[src/rtl/sat_counter.sv]
// Saturating up-counter with synchronous clear; holds at all-ones instead of wrapping.
module sat_counter #(
    parameter int unsigned W = 16
) (
    input  logic         clk,
    input  logic         rst_n,
    input  logic         inc,
    input  logic         clr,
    output logic [W-1:0] q
);

    always_ff @(posedge clk or negedge rst_n) begin
        if (!rst_n) begin
            q <= '0;
        end else if (clr) begin
            q <= '0;
        end else if (inc && (q != '1)) begin
            q <= q + 1'b1;
        end
    end

endmodule

[config.mk]
export PLATFORM = sky130hd
export DESIGN_NAME = sat_counter
export DESIGN_NICKNAME = d
export VERILOG_FILES = /design/src/rtl/sat_counter.sv
export SDC_FILE = /design/constraint.sdc
export NUM_CORES = 1
export LEC_CHECK = 0
export CORE_MARGIN = 3
export CORE_UTILIZATION = 45
export DETAILED_ROUTE_END_ITERATION = 10
export PLACE_DENSITY = 0.81
export RECOVER_POWER = 100
export SYNTH_ARGS = -nofsm -noshare
export SYNTH_HDL_FRONTEND = slang
export SYNTH_SLANG_ARGS = --single-unit
export TNS_END_PERCENT = 100
[constraint.sdc]
create_clock -name clk -period 2.8 [get_ports clk]
set_clock_uncertainty 0.05 [all_clocks]
set_input_delay 0.56 -clock clk [delete_from_list [all_inputs] [get_ports clk]]
set_output_delay 0.56 -clock clk [all_outputs]
set_load 0.1 [all_outputs]
# Word-level counts from Yosys, hierarchy flattened

Cells that the tools add are included.

Register bits after elaboration: 16
Output and inout bits: 16
Logic and storage cells: 7

Add/sub/neg operators: 1
Eq/ne operators: 1
Muxes and demuxes: 2
Reduce and logical (&&, ||, !) cells: 2

Operators by type and width:

| kind                                          | number |
|---|---|
| two-way mux 16 bit                            | 2 |
| adder 16 x 1 -> 16 bit, second input constant | 1 |
| != test 16 bit, second input constant         | 1 |
| nonzero test 2 bit                            | 1 |
| logical AND 1 bit                             | 1 |

# Depth between registers and ports, before layout

Depth in word-level cells: 4
Mapped depth: 6
Depth with buffers taken out: 5

# Least setup slack after synthesis

No wires, ideal clock.

Path kind: reg-to-reg
From: register q[0]
To: register q[15]
Library setup time: 0.128 ns
Arrival: 2.349 ns
Required time: 2.622 ns
Slack: 0.274 ns
Stages on the path, launching flop included: 6
Period minus slack after synthesis: 2.526 ns
Path through: dfrtp_1 -> ha_1 -> nand4_2 -> nor4_4 -> nor4_1 -> mux2_1

Cells in the longest elaborated chain, start to end: 3
Elaborated cells on any way between the ends: 6
Classes of those cells: 1 x add/sub; 1 x eq/ne; 2 x mux; 2 x reduce/logical

Ends and longest elaborated chain:

| element                                                         | line   | RTL |
|---|---|---|
| start: declaration                                              | 9      | `output logic [W-1:0] q` |
| start signal: assignment                                        | 18     | `q <= q + 1'b1;` |
| adder 16 x 1 -> 16 bit / != test 16 bit (equally long branches) | 18, 17 |  |
| two-way mux 16 bit / logical AND 1 bit (equally long branches)  | 17     | `end else if (inc && (q != '1)) begin` |
| two-way mux 16 bit / nonzero test 2 bit (equally long branches) | -      |  |

Several ways; a longest one is shown, not always the timed one. The select of a mux whose other input is x is not followed.
A chain may end at the register's enable or synchronous reset.

# Worst setup path after layout

From: register q[7]
To: output port q[7]

No word-level cell between the ends.

==> run_results.csv <==
group,metric,value,unit
status,outcome,"finished clean",
worst_hold_path,hold_class,"reg -> reg",
sta,slew_violations,0,
sta,hold_viol_final,0,
global_routing,grt_pass1_vias,841,
global_routing,grt_overflow,0,
worst_setup_path,r2r_slack,0.61,ns
final_layout,largest_reg_flops,16,
placement,portBuffers,19,
detailed_routing,antenna_left,0,
sta,post-route-min-period,2.27,ns
detailed_routing,num_vias,880,
worst_setup_path,slowest_stage,"clkbuf_1",
detailed_routing,firstDrtPassIters,5,
synth,syn_nets,103,
detailed_routing,wl_per_cell,15.4,um
final_layout,top_regs,"q (16)",
worst_setup_path,cp-end-kind,"primary output",
final_layout,instances_no_fill,142,
sta,setup_viol,0,
clocking,cts_buffers,3,
global_routing,track_usage,18.6,%
worst_setup_path,arrival,1.66,ns
detailed_routing,drc,0,
power_and_ir_drop,powerDensity,370,mW/mm^2
worst_setup_path,cp_num_buf_inv,1,
sta,fin_ws,0.529,ns
final_layout,final_cell_mix,"clkbuf_1, dfrtp_1, a21oi_1",
clocking,cts_hold_buffers,0,
placement,place_ws,0.438,ns
clocking,insertion_delay,0.28,ns
worst_setup_path,critPathLaunchType,"register",
final_layout,n_antenna_cell,0,
worst_setup_path,critical_path_class,"reg -> out",
floorplan,die_h,51.8,um
sta,fin_crit_sh,81.1,%
synth,synthCells,98,
worst_setup_path,worstPathRequired,2.19,ns
clocking,htree_levels,1,
synth,synth-seq-cells,16,
final_layout,drive_gt1_share,9.40,%
synth,netlist-cell-type-count,28,
global_routing,grt_max_degree,23,
detailed_routing,viasPerCell,6.20,
final_layout,fin_area,0.00106,sq mm
clocking,clk_pin_slew,0.09,ns
clocking,cts_max_path_buffers,2,
placement,gp_congestion,0.777,
power_and_ir_drop,ir_drop,0.329,mV
power_and_ir_drop,p_leak,0.000409,uW
detailed_routing,wirelength,2.18,mm
floorplan,start_util,51.2,%
final_layout,final_common_cell,"clkbuf_1",
global_routing,grt_pass1_wl,3.73,mm
final_layout,top_register,"q",
sta,rsz0062_at_grt,"false",
placement,dpl.hpwl,1.53,mm
sta,fmax,440,MHz
clocking,root_buffer,"clkbuf_4",
clocking,cts_resized,0,
final_layout,nNetsFinal,124,
sta,worst_pin_slew,1.17,ns
sta,fin_tns_setup,0,ns
detailed_routing,drt_first_iter_violations,21,
final_layout,synthToLayoutAreaGrowth,12.6,%
sta,holdWs,0.574,ns
floorplan,die_w,51.8,um
worst_setup_path,max_stage_delay,0.89,ns
worst_setup_path,worstPathCellList,"clkbuf_1",
floorplan,dieArea,0.00268,sq mm
synth,postSynthAreaPerCell,9.61,sq um
global_routing,antenna_found_initial,0,
placement,placed_cells,139,
worst_setup_path,crit_fanout,8,
synth,yosysSeqAreaShare,42.5,%
floorplan,rows,15,
sta,slew_headroom,22.1,%
clocking,cts.sinks,16,
floorplan,core-area,0.00184,sq mm
synth,synth_warnings,0,
floorplan,io_pins,20,
clocking,cts_tree,"done",
synth,syn_area,942,sq um
flow_run,max-cap-violations,0,
clocking,postCtsSetupRepairBufs,0,
placement,postPlaceCellArea,0.00111,sq mm
worst_setup_path,cpLargestDelayFamily,"buffers and inverters",
## cell type report
cell class | count | area, sq um
clock buffer | 3 | 22.5
fill | 197 | 778
inverter | 3 | 11.3
multi-input combinational | 74 | 498
sequential | 16 | 400
tap | 25 | 31.3
timing repair buffer | 21 | 97.6
## report_power, final
part	leakage [uW]	internal, uW	switching (uW)
logic	0.000173	7.76	32.9
clock network	0.0000138	49.9	66.3
registers	0.000222	233	2.95
total	0.000409	291	102
## metrics by stage
| stage | total power, uW | utilization (%) |
|---|---|---|
| CTS | 401 | 61.7 |
| finish | 393 | 57.7 |
| floorplan | 268 | - |
| detailed placement | 284 | 60.5 |
| global placement | 283 | 60.5 |
| global route | 413 | 57.7 |
## worst register-to-register path, stage by stage, from the launching register on
cell,delay (ns)
dfrtp_1,0.43
ha_1,0.24
nand4_1,0.16
nor4_4,0.41
clkbuf_1,0.32
nor4_1,0.12
mux2_1,0.35
## logic make-up (layout without fill, tap and decap cells)
group	Yosys count	in the layout	synth area share (%)
adder cells (fa/ha/maj)	1	1	1.33
multiplexers	4	4	4.78
AO/OA/AOI/OAI	24	24	16.2
flip-flops	16	16	42.5
AND/OR/NAND/NOR	45	45	31.2
buffers and inverters	8	27	3.98
## layer usage
layer / vias to the layer above / wire, um / GRT usage (%)
li1: 421 / - / -
met1: 424 / 1000 / 23.4
met2: 31 / 1010 / 29.4
met3: 4 / 136 / 6.88
met4: 0 / 31 / 5.68
met5: - / 0 / 0
## cell usage after synthesis, drive strengths merged
library cell,number,area (sq um)
or3,3,20.0
inv,3,11.3
nand3b,1,7.51
nand2,6,22.5
a211oi,1,12.5
mux2,4,45.0
dfrtp,16,400
nor3,1,5.00
o21ai,4,20.0
nor2b,4,25.0
clkbuf,4,15.0
o211ai,1,12.5
buf,1,11.3
or4,7,55.1
a21oi,11,55.1
ha,1,12.5
nand4,7,50.1
nor2,4,15.0
and4,2,20.0
nor4,5,46.3
o31ai,7,52.6
and3,2,12.5
nand3,3,15.0
## worst paths after layout
kind	from	end	cells after the start
worst min-delay path	q[6]	q[6]	2
min in group asynchronous	rst_n	q[8]	1
worst max register to register	q[0]	q[9]	6
worst min register to register	q[6]	q[6]	2
worst max-delay path	q[7]	q[7]	1
max in group asynchronous	rst_n	q[5]	1
No activity file was read; power rests on OpenSTA's default activity.
